`config.mk`:
```
export PLATFORM = sky130hd
export DESIGN_NAME = fetch_sequencer_flat
export DESIGN_NICKNAME = d
export VERILOG_FILES = /design/src/rtl/fetch_sequencer_pkg.sv /design/src/rtl/fetch_sequencer_if.sv /design/src/rtl/fetch_sequencer.sv /design/src/flat_wrapper.sv
export SDC_FILE = /design/constraint.sdc
export NUM_CORES = 1
export LEC_CHECK = 0
export ABC_AREA = 1
export BUFFER_PORTS_ARGS = -buffer_cell sky130_fd_sc_hd__buf_2
export CAP_MARGIN = 5
export CORE_MARGIN = 2
export CORE_UTILIZATION = 45
export CTS_BUF_LIST = sky130_fd_sc_hd__clkbuf_8
export CTS_CLUSTER_SIZE = 28
export DETAILED_ROUTE_END_ITERATION = 8
export PLACE_DENSITY = 0.72
export SKIP_CTS_REPAIR_TIMING = 1
export SLEW_MARGIN = 20
export SYNTH_ARGS = -nofsm -noshare
export SYNTH_HDL_FRONTEND = slang
export SYNTH_SLANG_ARGS = --single-unit
```
`constraint.sdc`:
```
create_clock -name clk -period 1.15 [get_ports clk]
set_clock_uncertainty 0.05 [all_clocks]
set_input_delay 0.0575 -clock clk [delete_from_list [all_inputs] [get_ports clk]]
set_output_delay 0.0575 -clock clk [all_outputs]
set_load 0.01 [all_outputs]
```
`src/rtl/fetch_sequencer_pkg.sv`:
```
// -----------------------------------------------------------------------------
// fetch_sequencer_pkg
//   Shared definitions for the instruction-fetch sequencer: data width,
//   opcode constants (upper nibble of the first instruction byte), the FSM
//   state encoding and a small opcode classification helper.
// -----------------------------------------------------------------------------
package fetch_sequencer_pkg;

    localparam int DATA_W = 8;

    localparam logic [3:0] OP_JMP = 4'hA;   // unconditional jump, operand = next byte
    localparam logic [3:0] OP_JZ  = 4'hB;   // jump if flag_z
    localparam logic [3:0] OP_JC  = 4'hC;   // jump if flag_c
    localparam logic [3:0] OP_HLT = 4'hF;   // halt until reset

    typedef enum logic [2:0] {
        S_IDLE     = 3'd0,
        S_FETCH    = 3'd1,
        S_DECODE   = 3'd2,
        S_FETCH_OP = 3'd3,
        S_BRANCH   = 3'd4,
        S_EXEC     = 3'd5,
        S_HALT     = 3'd6
    } state_e;

    // Two-byte opcodes: the sequencer fetches the target byte itself.
    function automatic logic is_jump(input logic [3:0] op);
        return (op == OP_JMP) || (op == OP_JZ) || (op == OP_JC);
    endfunction

endpackage

```
`src/rtl/fetch_sequencer_if.sv`:
```
// -----------------------------------------------------------------------------
// fetch_sequencer_if
//   Bundles every non-clock signal of the fetch sequencer.
//   master : the sequencer (drives memory request, PC controls, IR, status)
//   slave  : the surrounding system (memory, program counter, datapath)
//   Signals:
//     run        level, 1 = execute, 0 = stop at next instruction boundary
//     mem_data   program memory read data, valid with mem_ready
//     mem_ready  memory handshake completes this cycle
//     flag_z/c   datapath flags, sampled in BRANCH
//     exec_done  datapath finished the instruction in ir
//     mem_rd     read request, held until mem_ready
//     pc_enable  one-cycle PC increment pulse
//     ld / inp   one-cycle PC load pulse and load value
//     ir         instruction register
//     ir_valid   one-cycle pulse: new instruction in ir
//     halted     high in HALT
// -----------------------------------------------------------------------------
interface fetch_sequencer_if;
    import fetch_sequencer_pkg::*;

    logic              run;
    logic [DATA_W-1:0] mem_data;
    logic              mem_ready;
    logic              flag_z;
    logic              flag_c;
    logic              exec_done;
    logic              mem_rd;
    logic              pc_enable;
    logic              ld;
    logic [DATA_W-1:0] inp;
    logic [DATA_W-1:0] ir;
    logic              ir_valid;
    logic              halted;

    modport master (
        input  run, mem_data, mem_ready, flag_z, flag_c, exec_done,
        output mem_rd, pc_enable, ld, inp, ir, ir_valid, halted
    );

    modport slave (
        output run, mem_data, mem_ready, flag_z, flag_c, exec_done,
        input  mem_rd, pc_enable, ld, inp, ir, ir_valid, halted
    );

endinterface

```
`src/rtl/fetch_sequencer.sv`:
```
// -----------------------------------------------------------------------------
// fetch_sequencer
//   Instruction-fetch / control FSM. Fetches bytes at the current PC over a
//   req/ready handshake, latches them in IR, resolves two-byte jumps by
//   pulsing the program counter load, and hands all other opcodes to the
//   execute datapath. Every output is a register.
//   Ports:
//     clk    rising-edge clock
//     reset  asynchronous, active-low reset
//     bus    fetch_sequencer_if.master (memory, PC control, IR, status)
// -----------------------------------------------------------------------------
module fetch_sequencer
    import fetch_sequencer_pkg::*;
(
    input  logic                      clk,
    input  logic                      reset,
    fetch_sequencer_if.master         bus
);

    state_e            state_q;
    logic              mem_rd_q;
    logic              pc_en_q;
    logic              ld_q;
    logic [DATA_W-1:0] inp_q;
    logic [DATA_W-1:0] ir_q;
    logic              ir_valid_q;
    logic              halted_q;
    logic [DATA_W-1:0] target_q;

    logic              branch_taken;

    assign branch_taken = (ir_q[7:4] == OP_JMP)
                        | ((ir_q[7:4] == OP_JZ) & bus.flag_z)
                        | ((ir_q[7:4] == OP_JC) & bus.flag_c);

    always_ff @(posedge clk or negedge reset) begin
        if (!reset) begin
            state_q    <= S_IDLE;
            mem_rd_q   <= 1'b0;
            pc_en_q    <= 1'b0;
            ld_q       <= 1'b0;
            inp_q      <= '0;
            ir_q       <= '0;
            ir_valid_q <= 1'b0;
            halted_q   <= 1'b0;
            target_q   <= '0;
        end else begin
            // Pulse outputs default low so each lasts exactly one cycle.
            pc_en_q    <= 1'b0;
            ld_q       <= 1'b0;
            ir_valid_q <= 1'b0;

            unique case (state_q)
                S_IDLE: begin
                    if (bus.run) begin
                        state_q  <= S_FETCH;
                        mem_rd_q <= 1'b1;
                    end
                end

                S_FETCH: begin
                    if (bus.mem_ready) begin
                        ir_q     <= bus.mem_data;
                        mem_rd_q <= 1'b0;
                        pc_en_q  <= 1'b1;
                        state_q  <= S_DECODE;
                    end
                end

                S_DECODE: begin
                    if (ir_q[7:4] == OP_HLT) begin
                        state_q  <= S_HALT;
                        halted_q <= 1'b1;
                    end else if (is_jump(ir_q[7:4])) begin
                        state_q  <= S_FETCH_OP;
                        mem_rd_q <= 1'b1;
                    end else begin
                        state_q    <= S_EXEC;
                        ir_valid_q <= 1'b1;
                    end
                end

                // Operand byte goes to the target register; IR keeps the opcode
                // so BRANCH can still decide on it.
                S_FETCH_OP: begin
                    if (bus.mem_ready) begin
                        target_q <= bus.mem_data;
                        mem_rd_q <= 1'b0;
                        pc_en_q  <= 1'b1;
                        state_q  <= S_BRANCH;
                    end
                end

                // The load pulse lands one cycle after the operand increment,
                // so pc_enable and ld never coincide.
                S_BRANCH: begin
                    if (branch_taken) begin
                        ld_q  <= 1'b1;
                        inp_q <= target_q;
                    end
                    if (bus.run) begin
                        state_q  <= S_FETCH;
                        mem_rd_q <= 1'b1;
                    end else begin
                        state_q <= S_IDLE;
                    end
                end

                S_EXEC: begin
                    if (bus.exec_done) begin
                        if (bus.run) begin
                            state_q  <= S_FETCH;
                            mem_rd_q <= 1'b1;
                        end else begin
                            state_q <= S_IDLE;
                        end
                    end
                end

                S_HALT: begin
                    // Only reset leaves HALT.
                end

                default: begin
                    state_q <= S_IDLE;
                end
            endcase
        end
    end

    assign bus.mem_rd    = mem_rd_q;
    assign bus.pc_enable = pc_en_q;
    assign bus.ld        = ld_q;
    assign bus.inp       = inp_q;
    assign bus.ir        = ir_q;
    assign bus.ir_valid  = ir_valid_q;
    assign bus.halted    = halted_q;

endmodule

```
`src/flat_wrapper.sv`:
```
// flat-port wrapper written by rule: the top's interface ports become plain ports
module fetch_sequencer_flat import fetch_sequencer_pkg::*;
  (clk, reset, bus_run, bus_mem_data, bus_mem_ready, bus_flag_z, bus_flag_c, bus_exec_done, bus_mem_rd, bus_pc_enable, bus_ld, bus_inp, bus_ir, bus_ir_valid, bus_halted);
  fetch_sequencer_if bus_i ();
  input  logic clk;
  input  logic reset;
  input wire logic [$bits(bus_i.run)-1:0] bus_run;
  input wire logic [$bits(bus_i.mem_data)-1:0] bus_mem_data;
  input wire logic [$bits(bus_i.mem_ready)-1:0] bus_mem_ready;
  input wire logic [$bits(bus_i.flag_z)-1:0] bus_flag_z;
  input wire logic [$bits(bus_i.flag_c)-1:0] bus_flag_c;
  input wire logic [$bits(bus_i.exec_done)-1:0] bus_exec_done;
  output wire logic [$bits(bus_i.mem_rd)-1:0] bus_mem_rd;
  output wire logic [$bits(bus_i.pc_enable)-1:0] bus_pc_enable;
  output wire logic [$bits(bus_i.ld)-1:0] bus_ld;
  output wire logic [$bits(bus_i.inp)-1:0] bus_inp;
  output wire logic [$bits(bus_i.ir)-1:0] bus_ir;
  output wire logic [$bits(bus_i.ir_valid)-1:0] bus_ir_valid;
  output wire logic [$bits(bus_i.halted)-1:0] bus_halted;
  assign bus_i.run = bus_run;
  assign bus_i.mem_data = bus_mem_data;
  assign bus_i.mem_ready = bus_mem_ready;
  assign bus_i.flag_z = bus_flag_z;
  assign bus_i.flag_c = bus_flag_c;
  assign bus_i.exec_done = bus_exec_done;
  assign bus_mem_rd = bus_i.mem_rd;
  assign bus_pc_enable = bus_i.pc_enable;
  assign bus_ld = bus_i.ld;
  assign bus_inp = bus_i.inp;
  assign bus_ir = bus_i.ir;
  assign bus_ir_valid = bus_i.ir_valid;
  assign bus_halted = bus_i.halted;
  fetch_sequencer u_core (.clk(clk), .reset(reset), .bus(bus_i));
endmodule
```
==> summary.md, run 1 <==
| Metric | Value |
|---|---|
| WL per Instance | 12.30 um |
| Clk slew on worst S/H paths | 0.07 ns |
| Diode count | 0 |
| Largest net degree at the start of global routing | 18 |
| Internal power | 3.487 mW |
| Commonest non-fill, non-tap cell in the layout | nand2_1 |
| CTS buffer count | 5 |
| Delay-heaviest family, CP | simple AND/OR/NAND/NOR gates |
| Initial drt markers | 42 |
| Htree depth | 2 |
| Commonest cells after routing, fill and taps aside | nand2_1, buf_2, dfrtp_1 |
| Cell mode on critical path | nand2_1 |
| CTS tree | yes |
| Pwr Total | 5.708 mW |
| Power Dens Cells | 2682 nW/um2 |
| Die footprint | 3728 um2 |
| Gate power share | 47.1% |
| Max_cap viols | 0 |
| Via count | between 1000 and 1500 |
| Row count | 20 |
| R2R Path End | u_core.state_q[1] |
| NetSw | 2.222 mW |
| CP Cell Sequence | buf_4, nor2_2, nand2_2, nand3_4, nor2_4, nand2_1, nand2_1 |
| R2R cell count | 7 |
| Post-detailed-route count of antenna-violating nets | 0 |
| Sequential power share | 34.8% |
| Area of the multi-input gates | 713.2 um2 |
| Fmax | 798.5 MHz |
| Post-Syn Instances | 167 |
| Worst endpoint required time | ~1.3 ns |
| Relative slew slack | 74.24% |
| Buffers added on ports | 35 |
| RD Place Congestion | ~0.9 |
| Clock buffer depth | 2 |
| Measured slew at the worst slew-check pin | 0.3864 ns |
| Final worst slack | -0.1024 ns |
| GRT Util Overall | 19.12% |
| Sequential Area | 803.3 um2 |
| Boundary Pins | 36 |
| R2r startpoint | u_core.state_q[2] |
| Clk root buf | clkbuf_8 |
| Hold Path Sink | u_core.target_q[1] |
| Buf/Inv on CP | 1 |
| Tmin final | approximately 1.3 ns |
| Vias in the first global route | between 1000 and 1500 |
| Min Hold Slack | 0.01237 ns |
| Post-synth cell types | 17 |
| Max-slew violations | 0 |
| Drt pass-1 iters | 4 |
| Sw frac | between 30% and 40% |
| Filler cells | 260 |
| First-pass GRT wire length | ~5200 um |
| Final period utilization | 108.9% |
| Flop-to-flop setup slack | -0.10 ns |
| Outcome | complete, but fails checks |
| Crit path max fanout | 5 |
| Hold Path Origin | bus_mem_data[1] |
| Crit Path Category | reg -> reg |
| Starting density of the core | a little under half |
| Area Growth Syn to Fin | 45.26% |
| Share of the yosys chip area belonging to registers | 54.65% |
| Total length of routed wires | 3383 um |
| Core Footprint | 3078 um2 |
| Netlist Area Pre-Place | 1465 um2 |
| Peak VDD IR | about 1500 uV |
| DR vias/cell | 4.844 |
| Slowest stage delay, CP | 0.40 ns |
| Total gr overflow | 0 |
| Failing checks | setup timing |
| Crit path DAT | approximately 1.4 ns |
| Syn Nets | between 150 and 200 |
| Clock share of power | 18.1% |
| Dpl ws | -0.1775 ns |
| Setup Viol. Count Final | 28 |
| Cell depth of the worst hold path | 3 |
| RSZ-0062 raised after global routing | true |
| Share of layout cells above drive strength 1 | 51.08% |
| TritonCTS Sinks | 32 |
| Initial antenna violation count | 0 |
| # DRC | 0 |
| Endpoints failing hold | 0 |
| Die Wd | 61.06 um |
| Avg Cell Area, Syn | 8.773 um2 |
| Worst-Skew Late Latency | 0.28 ns |
| Die Y | 61.06 um |
| CP startpoint kind | register |
| Layout net count | 245 |
| Yosys warns | 0 |
| Leakage power | 1.224 nW |
| DP HPWL | 2366 um |
| FF+latch count, synth | 32 |
| Crit path capture type | register |
| Hold crit path type | in -> reg |
| Crit-path slowest cell | dfrtp_1 |
-- tightest hold or removal path, stage by stage --
cell     delay [ns]
buf_2          0.08
inv_1          0.06
o21ai_2        0.12
-- final cells by class --
type                            count  area share, %
Tap cell                           44          2.587
Clock buffer                        5          3.233
Clock inverter                      3          1.822
Multi-Input combinational cell    115          33.51
Sequential cell                    32          37.74
Inverter                           18          3.175
Timing Repair Buffer               58          17.93
-- cell families (layout without fill, tap and decap cells) --
family / count (synthesis) / after routing / synth area share, %
simple gates: 93 / 94 / 27.07
flops: 32 / 32 / 54.65
compound gates: 21 / 21 / 11.61
buf+inv: 21 / 84 / 6.661
-- per-layer routing --
layer | vias up | share of wire, % | GRT usage [%]
met5 | - | 0 | 0
met4 | 0 | 1.7 | 9.006
met3 | 6 | 5.4 | 5.672
met2 | 48 | 49 | 28.57
met1 | 622 | 44 | 25.65
li1 | 656 | - | -
-- flip-flops by register name (all words and copies together) (netlist names) --
signal / cells
u_core.bus.ld: 1
u_core.state_q: 3
u_core.bus.mem_rd: 1
u_core.bus.pc_enable: 1
u_core.bus.ir: 8
u_core.bus.ir_valid: 1
u_core.bus.halted: 1
u_core.bus.inp: 8
u_core.target_q: 8
-- Yosys cell counts --
master | count | area share, %
nor2_2 | 2 | 0.85
o21bai_1 | 1 | 0.51
o21ai_0 | 1 | 0.34
nand4_1 | 1 | 0.43
a21o_1 | 1 | 0.51
nor3_4 | 1 | 1.1
nand2_2 | 3 | 1.3
a21oi_1 | 2 | 0.68
dfrtp_1 | 32 | 55
nor2_1 | 11 | 2.8
nand2_1 | 59 | 15
buf_4 | 1 | 0.51
nand3_1 | 16 | 5.5
o21ai_2 | 16 | 9.6
buf_6 | 2 | 1.5
inv_1 | 17 | 4.4
inv_2 | 1 | 0.26
-- how the worst max path moves through the flow --
stage | slack, ns | end | cells after the start | start
final | -0.10 | u_core.state_q[1] | 7 | u_core.state_q[2]
after global routing | -0.17 | u_core.state_q[1] | 8 | u_core.state_q[0]
after CTS | -0.19 | u_core.state_q[0] | 8 | u_core.state_q[0]
after detailed placement | -0.18 | u_core.state_q[0] | 8 | u_core.state_q[0]
after global placement | -0.12 | u_core.bus.ir[1] | 6 | u_core.state_q[2]
after floorplan | -0.09 | u_core.bus.ir[5] | 7 | u_core.state_q[2]
-- metrics by stage --
stage	utilization [%]	setup TNS [ns]	instance area, um2	cells
final	69.15	-1.675	2128	275
after CTS	63.05	-3.815	1941	270
after global placement	59.55	-2.320	1833	262
after floorplan	-	-1.356	1478	167
after detailed placement	59.55	-3.310	1833	262
after global routing	69.15	-3.350	2128	275
-- power by group through the flow --
stage | clock [mW] | sequential [mW] | combinational, mW
after global routing | 1.12 | 2.04 | 2.98
final | 1.04 | 1.99 | 2.69
after CTS | 1.06 | 1.95 | 2.22
after floorplan | 0 | 2.09 | 1.16
after detailed placement | 0 | 1.96 | 2.22
after global placement | 0 | 1.93 | 2.17
Power figures use the tool's default switching activity.
==> inputs of run 2 (changes only) <==
--- a/config.mk
+++ b/config.mk
@@ -6,14 +6,15 @@
 export NUM_CORES = 1
 export LEC_CHECK = 0
 export ABC_AREA = 1
-export BUFFER_PORTS_ARGS = -buffer_cell sky130_fd_sc_hd__buf_2
 export CAP_MARGIN = 5
 export CORE_MARGIN = 2
-export CORE_UTILIZATION = 45
+export CORE_UTILIZATION = 58
 export CTS_BUF_LIST = sky130_fd_sc_hd__clkbuf_8
 export CTS_CLUSTER_SIZE = 28
 export DETAILED_ROUTE_END_ITERATION = 8
-export PLACE_DENSITY = 0.72
+export DONT_BUFFER_PORTS = 1
+export HOLD_SLACK_MARGIN = 0.15
+export PLACE_DENSITY = 0.76
 export SKIP_CTS_REPAIR_TIMING = 1
 export SLEW_MARGIN = 20
 export SYNTH_ARGS = -nofsm -noshare
==> summary.md, run 2 (same netlist as run 1, synthesis figures left out) <==
| Metric | Value |
|---|---|
| Outcome | complete, but fails checks (unchanged) |
| Failing checks | hold timing, setup timing (was setup timing) |
| Htree depth | 2 (unchanged) |
| Flop-to-flop setup slack | -0.21 ns (was -0.10 ns) |
| Clk root buf | clkbuf_8 (unchanged) |
| Vias in the first global route | 1102 (was 1183) |
| Post-detailed-route count of antenna-violating nets | 0 (unchanged) |
| CP startpoint kind | register (unchanged) |
| Worst endpoint required time | 1.28 ns (was 1.27 ns) |
| Max-slew violations | 0 (unchanged) |
| DP HPWL | 2282 um (was 2366 um) |
| Final period utilization | 118.1% (was 108.9%) |
| Hold Path Origin | bus_run (was bus_mem_data[1]) |
| Initial drt markers | 46 (was 42) |
| Filler cells | 92 (was 260) |
| Cell depth of the worst hold path | 4 (was 3) |
| Initial antenna violation count | 0 (unchanged) |
| DR vias/cell | 5.950 (was 4.844) |
| TritonCTS Sinks | 32 (unchanged) |
| First-pass GRT wire length | 5223 um (was 5202 um) |
| Area Growth Syn to Fin | 46.29% (was 45.26%) |
| Max_cap viols | 0 (unchanged) |
| Global route hottest layer | met2 (unchanged) |
| Endpoints failing hold | 1 (was 0) |
| Crit Path Category | reg -> reg (unchanged) |
| Largest net degree at the start of global routing | 33 (was 18) |
| Crit path capture type | register (unchanged) |
| GRT Util Overall | 26.19% (was 19.12%) |
| Crit path max fanout | 5 (unchanged) |
| Via count | 1428 (was 1332) |
| Total gr overflow | 0 (unchanged) |
| Clk slew on worst S/H paths | 0.07 ns (about the same) |
| Sequential Area | 802.0 um2 (was 803.3 um2) |
| Core Footprint | 2432 um2 (was 3078 um2) |
| Final worst slack | -0.2083 ns (was -0.1024 ns) |
| Die Wd | 54.26 um (was 61.06 um) |
| Placed Area | 1648 um2 (was 1833 um2) |
| Pwr Total | 6.183 mW (was 5.708 mW) |
| Clock buffer depth | 2 (unchanged) |
| Commonest cells after routing, fill and taps aside | nand2_1, dfrtp_1, buf_4 (was nand2_1, buf_2, dfrtp_1) |
| Fmax | 736.2 MHz (was 798.5 MHz) |
| WL per Instance | 19.86 um (was 12.30 um) |
| Final Util | 88.12% (was 69.15%) |
| Peak VDD IR | 2823 uV (was 1513 uV) |
| CTS tree | yes (unchanged) |
| R2R Path End | u_core.state_q[2] (was u_core.state_q[1]) |
| Total length of routed wires | 4766 um (was 3383 um) |
| R2R cell count | 7 (unchanged) |
| Layout net count | 224 (was 245) |
| Row count | 18 (was 20) |
| RSZ-0062 raised after global routing | true (unchanged) |
| # DRC | 0 (unchanged) |
| Leakage power | 1.149 nW (was 1.224 nW) |
| Power Dens Cells | 2885 nW/um2 (was 2682 nW/um2) |
| Buffers added on ports | 0 (was 35) |
| Area of the multi-input gates | 740.7 um2 (was 713.2 um2) |
| Worst-Skew Late Latency | 0.29 ns (was 0.28 ns) |
| Dpl ws | -0.1674 ns (was -0.1775 ns) |
| Share of layout cells above drive strength 1 | 42.38% (was 51.08%) |
| CTS buffer count | 5 (unchanged) |
| Die Y | 54.26 um (was 61.06 um) |
| Hold Path Sink | u_core.state_q[0] (was u_core.target_q[1]) |
| Design area | 2143 um2 (was 2128 um2) |
| Crit path DAT | 1.49 ns (was 1.37 ns) |
| R2r startpoint | u_core.state_q[0] (was u_core.state_q[2]) |
| Commonest non-fill, non-tap cell in the layout | nand2_1 (unchanged) |
| Measured slew at the worst slew-check pin | 0.3266 ns (was 0.3864 ns) |
| Diode count | 0 (unchanged) |
| Hold crit path type | in -> reg (unchanged) |
| Relative slew slack | 78.00% (was 74.24%) |
| Boundary Pins | 36 (unchanged) |
| Die footprint | 2944 um2 (was 3728 um2) |
| RD Place Congestion | 0.9434 (was 0.8930) |
| Met1 GRT Util | 34.95% (was 25.65%) |
| GRT met2 Usage | 38.96% (was 28.57%) |
| Setup Viol. Count Final | 31 (was 28) |
| Met3 usage | 9.016% (was 5.672%) |
| Drt pass-1 iters | 4 (unchanged) |
| Starting density of the core | 60.24% (was 47.60%) |
| Tmin final | 1.358 ns (was 1.252 ns) |
| Min Hold Slack | -0.005687 ns (was 0.01237 ns) |
run 2: changes by cell type in the layout (fill, tap and decap cells not counted), moves of 5 or more:
cell,delta
nand2_1,-5
buf_2,-35
dlygate4sd3_1,+10
nand2_4,+7
run 2: metrics by stage:
stage	instances	TNS (ns)
2_1_floorplan	167	-1.356
3_3_place_gp	214	-1.627
3_5_place_dp	214	-2.461
4_1_cts	222	-3.021
5_1_grt	240	-5.043
6_report	240	-3.218
run 2: routing by layer:
layer,share of wire [%],vias to the layer above
met5,0,-
met3,7.9,18
met4,2.6,0
met2,53,98
met1,37,695
li1,-,617
run 2: final cells by class:
| cell class | instances | area share (%) |
|---|---|---|
| inverter | 18 | 3.269 |
| clock inverter | 1 | 1.401 |
| timing repair buffer | 37 | 17.10 |
| clock buffer | 7 | 4.495 |
| multi-input combinational | 115 | 34.56 |
| sequential | 32 | 37.42 |
| tap | 30 | 1.751 |
run 2: worst max-delay path by stage:
stage	startpoint	end	slack (ns)	depth (start not counted)
after global placement	u_core.state_q[2]	u_core.target_q[5]	-0.09	6
final	u_core.state_q[0]	u_core.state_q[2]	-0.21	7
after global routing	u_core.state_q[0]	u_core.state_q[1]	-0.25	6
after CTS	u_core.state_q[0]	u_core.bus.mem_rd	-0.20	6
after detailed placement	u_core.state_q[0]	u_core.bus.mem_rd	-0.17	6
after floorplan	u_core.state_q[2]	u_core.bus.ir[5]	-0.09	7
run 2: power by group:
part           leakage [nW]  internal, mW  switching (mW)
Clock                0.0645         0.764           0.438
Combinational         0.671          1.19            1.56
Sequential            0.414          1.63           0.602
run 2: worst max-delay path, stage by stage (launching register included):
cell and delay (ns):
dfrtp_1 0.44, inv_2 0.17, buf_6 0.13, nand3_4 0.09
nor2_4 0.17, nor2_4 0.07, nand2_1 0.07, nand2_1 0.06
==> inputs of run 3 (changes only) <==
--- a/config.mk
+++ b/config.mk
@@ -13,9 +13,9 @@
 export CTS_CLUSTER_SIZE = 28
 export DETAILED_ROUTE_END_ITERATION = 8
 export DONT_BUFFER_PORTS = 1
+export GPL_TIMING_DRIVEN = 0
 export HOLD_SLACK_MARGIN = 0.15
 export PLACE_DENSITY = 0.76
-export SKIP_CTS_REPAIR_TIMING = 1
 export SLEW_MARGIN = 20
 export SYNTH_ARGS = -nofsm -noshare
 export SYNTH_HDL_FRONTEND = slang
==> summary.md, run 3 (same netlist as run 1, synthesis figures left out) <==
| Metric | Value |
|---|---|
| Layout net count | 226 (was 224) |
| Share of layout cells above drive strength 1 | 50.94% (was 42.38%) |
| Post-detailed-route count of antenna-violating nets | 0 (unchanged) |
| Crit-path slowest cell | dfrtp_1 (unchanged) |
| Setup total negative slack | -5.045 ns (was -3.218 ns) |
| Buf/Inv on CP | 3 (was 2) |
| TritonCTS Sinks | 32 (unchanged) |
| Initial antenna violation count | 0 (unchanged) |
| Peak VDD IR | 2275 uV (was 2823 uV) |
| Fmax | 720.7 MHz (was 736.2 MHz) |
| Slowest stage delay, CP | 0.39 ns (was 0.44 ns) |
| Worst-Skew Late Latency | 0.29 ns (about the same) |
| Starting density of the core | 60.24% (unchanged) |
| Failing checks | setup timing (was hold timing, setup timing) |
| RSZ-0062 raised after global routing | true (unchanged) |
| Filler cells | 79 (was 92) |
| Clk slew on worst S/H paths | 0.07 ns (about the same) |
| R2R cell count | 7 (unchanged) |
| CTS tree | yes (unchanged) |
| Crit path DAT | 1.56 ns (was 1.49 ns) |
| Core Footprint | 2432 um2 (unchanged) |
| Setup Viol. Count Final | 31 (unchanged) |
| Buffers added on ports | 0 (unchanged) |
| Crit path capture type | register (unchanged) |
| Crit path max fanout | 9 (was 5) |
| Max_cap viols | 0 (unchanged) |
| Leakage power | 1.171 nW (was 1.149 nW) |
| Flop-to-flop setup slack | -0.24 ns (was -0.21 ns) |
| Vias in the first global route | 1245 (was 1102) |
| Initial drt markers | 46 (unchanged) |
| Power Dens Cells | 2764 nW/um2 (was 2885 nW/um2) |
| RD Place Congestion | 0.8719 (was 0.9434) |
| # DRC | 0 (unchanged) |
| Clock buffer depth | 2 (unchanged) |
| Die Wd | 54.26 um (unchanged) |
| Htree depth | 2 (unchanged) |
| CP startpoint kind | register (unchanged) |
| Placed insts | 197 (was 214) |
| R2R Path End | u_core.state_q[1] (was u_core.state_q[2]) |
| Via count | 1440 (was 1428) |
| Total gr overflow | 0 (unchanged) |
| Outcome | complete, but fails checks (unchanged) |
| Crit Path Category | reg -> reg (unchanged) |
| Hold crit path type | in -> async (was in -> reg) |
| GRT Util Overall | 27.20% (was 26.19%) |
| Commonest non-fill, non-tap cell in the layout | nand2_1 (unchanged) |
| Largest net degree at the start of global routing | 33 (unchanged) |
| Die Y | 54.26 um (unchanged) |
| CP Cell Sequence | buf_8, inv_2, nand3_2, nor2_4, buf_4, o21bai_1, nand2_1 (was inv_2, buf_6, nand3_4, nor2_4, nor2_4, nand2_1, nand2_1) |
| Final worst slack | -0.2375 ns (was -0.2083 ns) |
| Clk root buf | clkbuf_8 (unchanged) |
| CTS buffer count | 5 (unchanged) |
| Area Growth Syn to Fin | 55.42% (was 46.29%) |
| Max-slew violations | 0 (unchanged) |
| Tmin final | 1.388 ns (was 1.358 ns) |
| Row count | 18 (unchanged) |
| Commonest cells after routing, fill and taps aside | nand2_1, dfrtp_1, nand2_2, o21ai_2, inv_1 (was nand2_1, dfrtp_1, buf_4) |
| Total length of routed wires | 5371 um (was 4766 um) |
| First-pass GRT wire length | 5520 um (was 5223 um) |
| Delay-heaviest family, CP | buffers and inverters (was simple AND/OR/NAND/NOR gates) |
| Layout Cells excl Fill | 242 (was 240) |
| R2r startpoint | u_core.state_q[1] (was u_core.state_q[0]) |
| Dpl ws | -0.2870 ns (was -0.1674 ns) |
| DP HPWL | 2025 um (was 2282 um) |
| Measured slew at the worst slew-check pin | 0.2299 ns (was 0.3266 ns) |
| Relative slew slack | 84.62% (was 78.00%) |
| Diode count | 0 (unchanged) |
| Die footprint | 2944 um2 (unchanged) |
| Endpoints failing hold | 0 (was 1) |
| Final period utilization | 120.7% (was 118.1%) |
| Drt pass-1 iters | 4 (unchanged) |
| WL per Instance | 22.19 um (was 19.86 um) |
| DR vias/cell | 5.950 (about the same) |
| Boundary Pins | 36 (unchanged) |
| Worst endpoint required time | 1.33 ns (was 1.28 ns) |
## run 3: worst register-to-register path: stages (launching register included)
cell	delay (ns)
dfrtp_1	0.39
buf_8	0.16
inv_2	0.11
nand3_2	0.15
nor2_4	0.17
buf_4	0.13
o21bai_1	0.09
nand2_1	0.08
## run 3: routing by layer
metal  up-vias  wire length [um]  track usage (%)
met1       681              1947            32.39
met2       112              2614            44.38
met4         0               327            13.75
li1        613                 -                -
met5         -                 0                0
met3        34               481            8.197
## run 3: timing repair
item	CTS	global route
hold buffers	14	0
resized for setup	45	39
hold endpoints to repair	62	0
pin swaps	14	19
endpoints found under the setup margin	30	30
gates cloned	0	2
setup buffers	13	8
## run 3: metrics by stage
step	area (um2)	hold WS, ns	util, %	total power, mW
floorplan	1478	-0.2881	-	3.249
global placement	1515	-0.2873	62.29	3.464
detailed placement	1515	-0.2873	62.29	3.567
CTS	2011	0.1921	82.66	5.233
global route	2277	0.1775	93.62	6.527
finish	2277	0.1569	93.62	6.295
## run 3: worst max-delay path by stage
stage / start / endpoint / depth (start not counted)
after floorplan: u_core.state_q[2] / u_core.bus.ir[5] / 7
after CTS: u_core.state_q[2] / u_core.bus.inp[2] / 6
final: u_core.state_q[1] / u_core.state_q[1] / 7
after global routing: u_core.bus.ir[6] / u_core.bus.inp[1] / 6
after global placement: u_core.state_q[0] / u_core.state_q[0] / 7
after detailed placement: u_core.bus.ir[6] / u_core.bus.inp[0] / 7
## run 3: report_power, final
part	total [mW]	leakage [nW]	internal (mW)	switching, mW
combinational	2.85	0.703	1.23	1.62
clock	1.07	0.0593	0.634	0.440
sequential	2.37	0.409	1.64	0.731
## run 3: area by class of cell
| cell class | instances | area [um2] | area share (%) |
|---|---|---|---|
| sequential | 32 | 807.0 | 35.44 |
| buffer | 3 | 50.05 | 2.198 |
| multi-input combinational | 114 | 810.8 | 35.60 |
| inverter | 18 | 72.57 | 3.187 |
| clock buffer | 5 | 68.82 | 3.022 |
| tap | 30 | 37.54 | 1.648 |
| timing repair buffer | 37 | 391.6 | 17.20 |
| clock inverter | 3 | 38.79 | 1.703 |
